`config.mk`:
```
export PLATFORM = sky130hd
export DESIGN_NAME = ppu_timing_gen
export DESIGN_NICKNAME = d
export VERILOG_FILES = /design/src/rtl/ppu_timing_pkg.sv /design/src/rtl/ppu_dot_counter.sv /design/src/rtl/ppu_timing_gen.sv
export SDC_FILE = /design/constraint.sdc
export NUM_CORES = 1
export LEC_CHECK = 0
export CORE_MARGIN = 5
export CORE_UTILIZATION = 34
export DETAILED_ROUTE_END_ITERATION = 12
export GPL_ROUTABILITY_DRIVEN = 0
export PLACE_DENSITY_LB_ADDON = 0.08
export SLEW_MARGIN = 20
export SYNTH_ARGS = -nofsm -noshare
export SYNTH_HDL_FRONTEND = slang
export SYNTH_SLANG_ARGS = --single-unit
```
`constraint.sdc`:
```
create_clock -name clock -period 3.43 [get_ports clock]
set_clock_uncertainty 0.2 [all_clocks]
set_input_delay 0.8575 -clock clock [delete_from_list [all_inputs] [get_ports clock]]
set_output_delay 0.8575 -clock clock [all_outputs]
set_load 0.1 [all_outputs]
```
`src/rtl/ppu_timing_pkg.sv`:
```
// ppu_timing_pkg: shared dot constants, counter types and video standard enum
package ppu_timing_pkg;
  localparam int DOT_W = 9;
  localparam int LINE_W = 9;
  typedef logic [DOT_W-1:0] dot_t;
  typedef logic [LINE_W-1:0] line_t;
  typedef enum logic {NTSC = 1'b0, PAL = 1'b1} video_std_e;
  localparam dot_t DOT_VIS_END = dot_t'(256);
  localparam dot_t DOT_HCOPY = dot_t'(257);
  localparam dot_t DOT_MATCH = dot_t'(260);
  localparam dot_t DOT_VCOPY_LO = dot_t'(280);
  localparam dot_t DOT_VCOPY_HI = dot_t'(304);
  localparam dot_t DOT_SPR_END = dot_t'(320);
  localparam dot_t DOT_PF0 = dot_t'(328);
  localparam dot_t DOT_PF1 = dot_t'(336);
endpackage

```
`src/rtl/ppu_dot_counter.sv`:
```
// ppu_dot_counter: dot/line counters, frame parity, frame count and per-frame geometry latch
module ppu_dot_counter
  import ppu_timing_pkg::*;
#(
  parameter int DOTS_PER_LINE = 341,
  parameter int NTSC_LINES = 262,
  parameter int PAL_LINES = 312,
  parameter int X_W = 9,
  parameter int Y_W = 9,
  parameter int FRAME_W = 8
) (
  input  logic clock,
  input  logic reset,
  input  logic clock_EN,
  input  logic pal_mode,
  input  logic render,
  output logic [X_W-1:0] x,
  output logic [Y_W-1:0] y,
  output logic odd_frame,
  output logic [FRAME_W-1:0] frame_count,
  output logic pal_active,
  output logic [Y_W-1:0] last
);
  localparam logic [X_W-1:0] X_LAST = X_W'(DOTS_PER_LINE - 1);
  localparam logic [Y_W-1:0] NTSC_LAST = Y_W'(NTSC_LINES - 1);
  localparam logic [Y_W-1:0] PAL_LAST = Y_W'(PAL_LINES - 1);
  video_std_e std;
  assign pal_active = std == PAL;
  assign last = pal_active ? PAL_LAST : NTSC_LAST;
  // advance dot/line; at frame wrap toggle parity, count, latch geometry and apply the NTSC odd-frame dot skip
  always_ff @(posedge clock) begin
    if (reset) begin
      x <= '0;
      y <= '0;
      odd_frame <= 1'b0;
      frame_count <= '0;
      std <= video_std_e'(pal_mode);
    end else if (clock_EN) begin
      if (x != X_LAST) begin
        x <= x + 1'b1;
      end else if (y != last) begin
        x <= '0;
        y <= y + 1'b1;
      end else begin
        x <= (odd_frame && render && !pal_active) ? X_W'(1) : '0;
        y <= '0;
        odd_frame <= ~odd_frame;
        frame_count <= frame_count + 1'b1;
        std <= video_std_e'(pal_mode);
      end
    end
  end
endmodule

```
`src/rtl/ppu_timing_gen.sv`:
```
// ppu_timing_gen: PPU dot/line timing with registered render strobes and scanline compare
module ppu_timing_gen
  import ppu_timing_pkg::*;
#(
  parameter int DOTS_PER_LINE = 341,
  parameter int VISIBLE_LINES = 240,
  parameter int NTSC_LINES = 262,
  parameter int PAL_LINES = 312,
  parameter int X_W = 9,
  parameter int Y_W = 9,
  parameter int FRAME_W = 8
) (
  input  logic clock,
  input  logic reset,
  input  logic clock_EN,
  input  logic pal_mode,
  input  logic background_EN,
  input  logic sprite_EN,
  input  logic cmp_EN,
  input  logic [Y_W-1:0] cmp_line,
  output logic [X_W-1:0] xPos,
  output logic [Y_W-1:0] yPos,
  output logic oddFrame,
  output logic [FRAME_W-1:0] frameCount,
  output logic palActive,
  output logic setVBlank,
  output logic clearVBlank,
  output logic incrementX,
  output logic incrementY,
  output logic resetX,
  output logic resetY,
  output logic backgroundFetch_EN,
  output logic spriteFetch_EN,
  output logic idle,
  output logic lineMatch
);
  logic [Y_W-1:0] last;
  logic render, on_last, active, x_one;
  assign render = background_EN | sprite_EN;
  assign on_last = yPos == last;
  assign active = yPos < Y_W'(VISIBLE_LINES) || on_last;
  assign x_one = xPos == X_W'(1);
  ppu_dot_counter #(
    .DOTS_PER_LINE(DOTS_PER_LINE),
    .NTSC_LINES(NTSC_LINES),
    .PAL_LINES(PAL_LINES),
    .X_W(X_W),
    .Y_W(Y_W),
    .FRAME_W(FRAME_W)
  ) u_cnt (
    .clock(clock),
    .reset(reset),
    .clock_EN(clock_EN),
    .pal_mode(pal_mode),
    .render(render),
    .x(xPos),
    .y(yPos),
    .odd_frame(oddFrame),
    .frame_count(frameCount),
    .pal_active(palActive),
    .last(last)
  );
  // strobes decode the pre-update position, so each lags its dot by one enable and holds between enables
  always_ff @(posedge clock) begin
    if (reset) begin
      setVBlank <= 1'b0;
      clearVBlank <= 1'b0;
      incrementX <= 1'b0;
      incrementY <= 1'b0;
      resetX <= 1'b0;
      resetY <= 1'b0;
      backgroundFetch_EN <= 1'b0;
      spriteFetch_EN <= 1'b0;
      idle <= 1'b0;
      lineMatch <= 1'b0;
    end else if (clock_EN) begin
      clearVBlank <= x_one && on_last;
      setVBlank <= x_one && yPos == Y_W'(VISIBLE_LINES + 1);
      incrementX <= background_EN && active && ((xPos[2:0] == 3'd0 && xPos != '0 && xPos <= DOT_VIS_END) || xPos == DOT_PF0 || xPos == DOT_PF1);
      incrementY <= background_EN && active && xPos == DOT_VIS_END;
      resetX <= background_EN && active && xPos == DOT_HCOPY;
      resetY <= background_EN && on_last && xPos >= DOT_VCOPY_LO && xPos <= DOT_VCOPY_HI;
      backgroundFetch_EN <= background_EN && active && xPos != '0 && (xPos < DOT_HCOPY || xPos > DOT_SPR_END);
      spriteFetch_EN <= sprite_EN && active && xPos >= DOT_HCOPY && xPos <= DOT_SPR_END;
      idle <= xPos == '0;
      lineMatch <= cmp_EN && render && xPos == DOT_MATCH && yPos == cmp_line;
    end
  end
endmodule

```
==> impl_metrics.py <==
metrics = {
    "yosys": {
        "synthArstFlopShare_pct": 0,
        "syn_area_per_cell_um2": 8.44,
        "synth_top_family_by_area": "simple AND/OR/NAND/NOR gates",
        "muxShareOfSynthArea_pct": 0.920,
        "synth_compound_area_share_pct": 16.0,
        "ys_warn_count": 0,
        "synth_xor_area_share_pct": 8.05,
        "ys_seq_elements": 38,
        "synth_edf_count": 1,
        "synth_area_leaders": "dfxtp_1, a21oi_1, xor2_1, nor2_1, xnor2_1",
        "ys_types": 48,
        "synth_simple_gate_area_share_pct": 30.0,
        "synth_cells": 258,
        "ys.flop_type": "dfxtp_1",
        "synth_fa_ha_area_share_pct": 3.45,
        "yosys.area.top_type": "dfxtp_1",
        "syn_nets": 280,
        "yosysSeqAreaShare_pct": 35.4,
        "synth_area_mm2": 0.00218,
        "yosys.area.top_type_share_pct": 34.0,
    },
    "sta": {
        "period_share_pct": 82.1,
        "setup_viol": 0,
        "timing_max_transition_violations_final": 0,
        "final.min_clock_period_ns": 2.82,
        "tightest_slew_ns": 0.753,
        "grt_setup_unrepaired": "no",
        "slew_headroom_pct": 49.4,
        "timing.fmax_mhz": 355,
        "hold_violations": 0,
        "tns_ns": 0,
    },
    "worst_setup_path": {
        "cpPeakStageDelay_ns": 0.50,
        "worstPathRequired_ns": 3.46,
        "worstSetupStartpointType": "input pin",
        "arrival_ns": 2.85,
        "cp_slowest_cell": "or4_1",
        "cp-end-kind": "register",
        "crit_family": "simple AND/OR/NAND/NOR gates",
        "crit_fanout": 15,
        "critPathBufInv": 2,
        "path_cells": "clkdlybuf4s50_1 > nand4b_1 > or3_1 > buf_4 > or4_1 > a21oi_1",
        "critical_path_class": "in2reg",
    },
    "clocking": {
        "cts.path.max_buffers": 2,
        "cts_resized": 0,
        "clock_sinks": 38,
        "cts_hold_buf": 0,
        "cts_tree": "built",
        "cts_setup_buffers": 0,
        "cts_buffers": 5,
        "clk-insertion-delay-late_ns": 0.29,
        "cts_max_level": 2,
        "clkSlewWorstSetupHoldPaths_ns": 0.08,
        "clock-root-buffer": "clkbuf_8",
    },
    "power": {
        "p_seq_share_pct": 51.3,
        "p_comb_share_pct": 11.7,
        "cellLeakagePower_nw": 1.08,
        "ir_worst_vdd_mv": 0.186,
        "swShare_pct": 26.9,
        "netSwitchingPower_w": 0.000238,
        "clockPowerShare_pct": 37.0,
        "p_int_w": 0.000646,
        "p_per_area_mw_per_mm2": 322,
    },
    "detailed_routing": {
        "ant_nets": 0,
        "first_pass_iters": 4,
        "drc": 0,
        "vias": 2027,
        "drt_wl_total_um": 5890,
        "drt_iter0_markers": 78,
        "wl_per_cell_um": 15.5,
        "vias_per_cell": 5.33,
    },
    "finish": {
        "syn_to_final_growth_pct": 26.0,
        "antenna_cells": 0,
        "final_common_cell": "buf_4",
        "nFillCells": 673,
        "layout.nets": 324,
        "layout-drive-gt1-share_pct": 19.8,
        "stdcell_count": 380,
        "layout_common_cells": "buf_4, dfxtp_1, nor2_1, a21oi_1, clkdlybuf4s50_1",
    },
    "global_route": {
        "overflow": 0,
        "first_global_vias": 1932,
        "grtUsageTotal_pct": 14.7,
        "antenna_found_initial": 0,
        "grt_pass1_wl_um": 9960,
        "grt_max_degree": 24,
    },
    "worst_hold_path": {
        "hold_path_class": "reg2reg",
    },
    "floorplanning": {
        "core_area_mm2": 0.00628,
        "start_util_pct": 34.7,
        "die_w_um": 90.0,
        "rows": 29,
        "io_pins": 54,
        "die_h_um": 90.0,
        "die-area_mm2": 0.00810,
    },
    "placement": {
        "port_buffers": 53,
        "dp_cells": 372,
        "dp_hpwl_um": 4270,
    },
    "run_status": {
        "status": "finished clean",
    },
    "job": {
        "cap_violations": 0,
    },
}
final timing paths:
kind / to / cells after the start / start / slack, ns
max reg2reg: u_cnt.frame_count[3] / 7 / u_cnt.x[0] / 0.86
min reg2reg: resetY / 2 / resetY / 0.27
min: resetY / 2 / resetY / 0.27
max: u_cnt.frame_count[3] / 6 / clock_EN / 0.61
routing by layer:
metal | wire length [um] | vias to the layer above | global-route usage, %
met5 | 0 | - | 0
met4 | 63 | 0 | 4.09
met3 | 275 | 5 | 4.42
met2 | 2610 | 38 | 22.9
met1 | 2940 | 944 | 19.6
li1 | - | 1040 | -
power groups by stage:
stage                     clock [W]  combinational, W  sequential (W)
final                      0.000327          0.000104        0.000454
after global routing       0.000358          0.000112        0.000454
after CTS                  0.000340          0.000105        0.000454
after detailed placement          0          0.000104        0.000464
after global placement            0          0.000105        0.000464
after floorplan                   0         0.0000341        0.000496
cells in the mapped netlist (all sizes together), types with 2 or more instances:
| library cell | count |
|---|---|
| nor2b | 2 |
| xnor2 | 9 |
| nor3 | 6 |
| nor4b | 2 |
| or4b | 2 |
| nor3b | 4 |
| nor2 | 23 |
| inv | 8 |
| nand2 | 11 |
| a21o | 2 |
| nand4 | 12 |
| nand2b | 5 |
| xor2 | 11 |
| or4 | 11 |
| or3 | 5 |
| a21oi | 22 |
| o31ai | 8 |
| nand3 | 9 |
| o2111a | 2 |
| mux2i | 2 |
| o21ai | 6 |
| a211o | 2 |
| clkbuf | 17 |
| a22o | 3 |
| nand4b | 3 |
| buf | 5 |
| ha | 6 |
| a31o | 2 |
| a211oi | 2 |
| nor4 | 9 |
| dfxtp | 37 |
area by class of cell:
cell class	count	area, um^2	share of cell area [%]
Tap cell	77	96.3	3.51
Clock inverter	2	12.5	0.456
Multi-Input combinational cell	190	1270	46.3
Timing Repair Buffer	59	480	17.5
Sequential cell	38	771	28.1
Inverter	8	30.0	1.09
Clock buffer	6	82.6	3.01
per-stage QoR:
step	setup WS [ns]	hold slack [ns]	power [W]	area [um^2]	util (%)
after floorplan	0.514	0.715	0.000530	2180	-
final	0.613	0.273	0.000884	2740	43.7
after CTS	0.624	0.277	0.000898	2740	43.7
after global placement	0.332	0.260	0.000569	2650	42.2
after detailed placement	0.315	0.262	0.000568	2650	42.2
after global routing	0.526	0.297	0.000924	2740	43.7
flip-flops by register name (all words and copies together) (netlist names):
signal	flops
backgroundFetch_EN	1
clearVBlank	1
idle	1
incrementX	1
incrementY	1
lineMatch	1
resetX	1
resetY	1
setVBlank	1
spriteFetch_EN	1
u_cnt.frame_count	8
u_cnt.odd_frame	1
u_cnt.pal_active	1
u_cnt.x	9
u_cnt.y	9
kinds of logic (layout without fill, tap and decap cells):
kind of cell,count (synthesis),count (layout)
buffers and inverters,30,75
AO/OA/AOI/OAI,52,52
adder cells (fa/ha/maj),6,6
AND/OR/NAND/NOR,110,110
XOR/XNOR,20,20
multiplexers,2,2
flip-flops,38,38
worst reg2reg max path, cell delays in order, from the launching register on:
cell      delay [ns]
dfxtp_1         0.40
inv_1           0.09
ha_1            0.27
nand4b_1        0.29
or3_1           0.41
buf_4           0.19
or4_1           0.51
a21oi_1         0.15
Note: power is estimated with default switching activity, not from simulation.
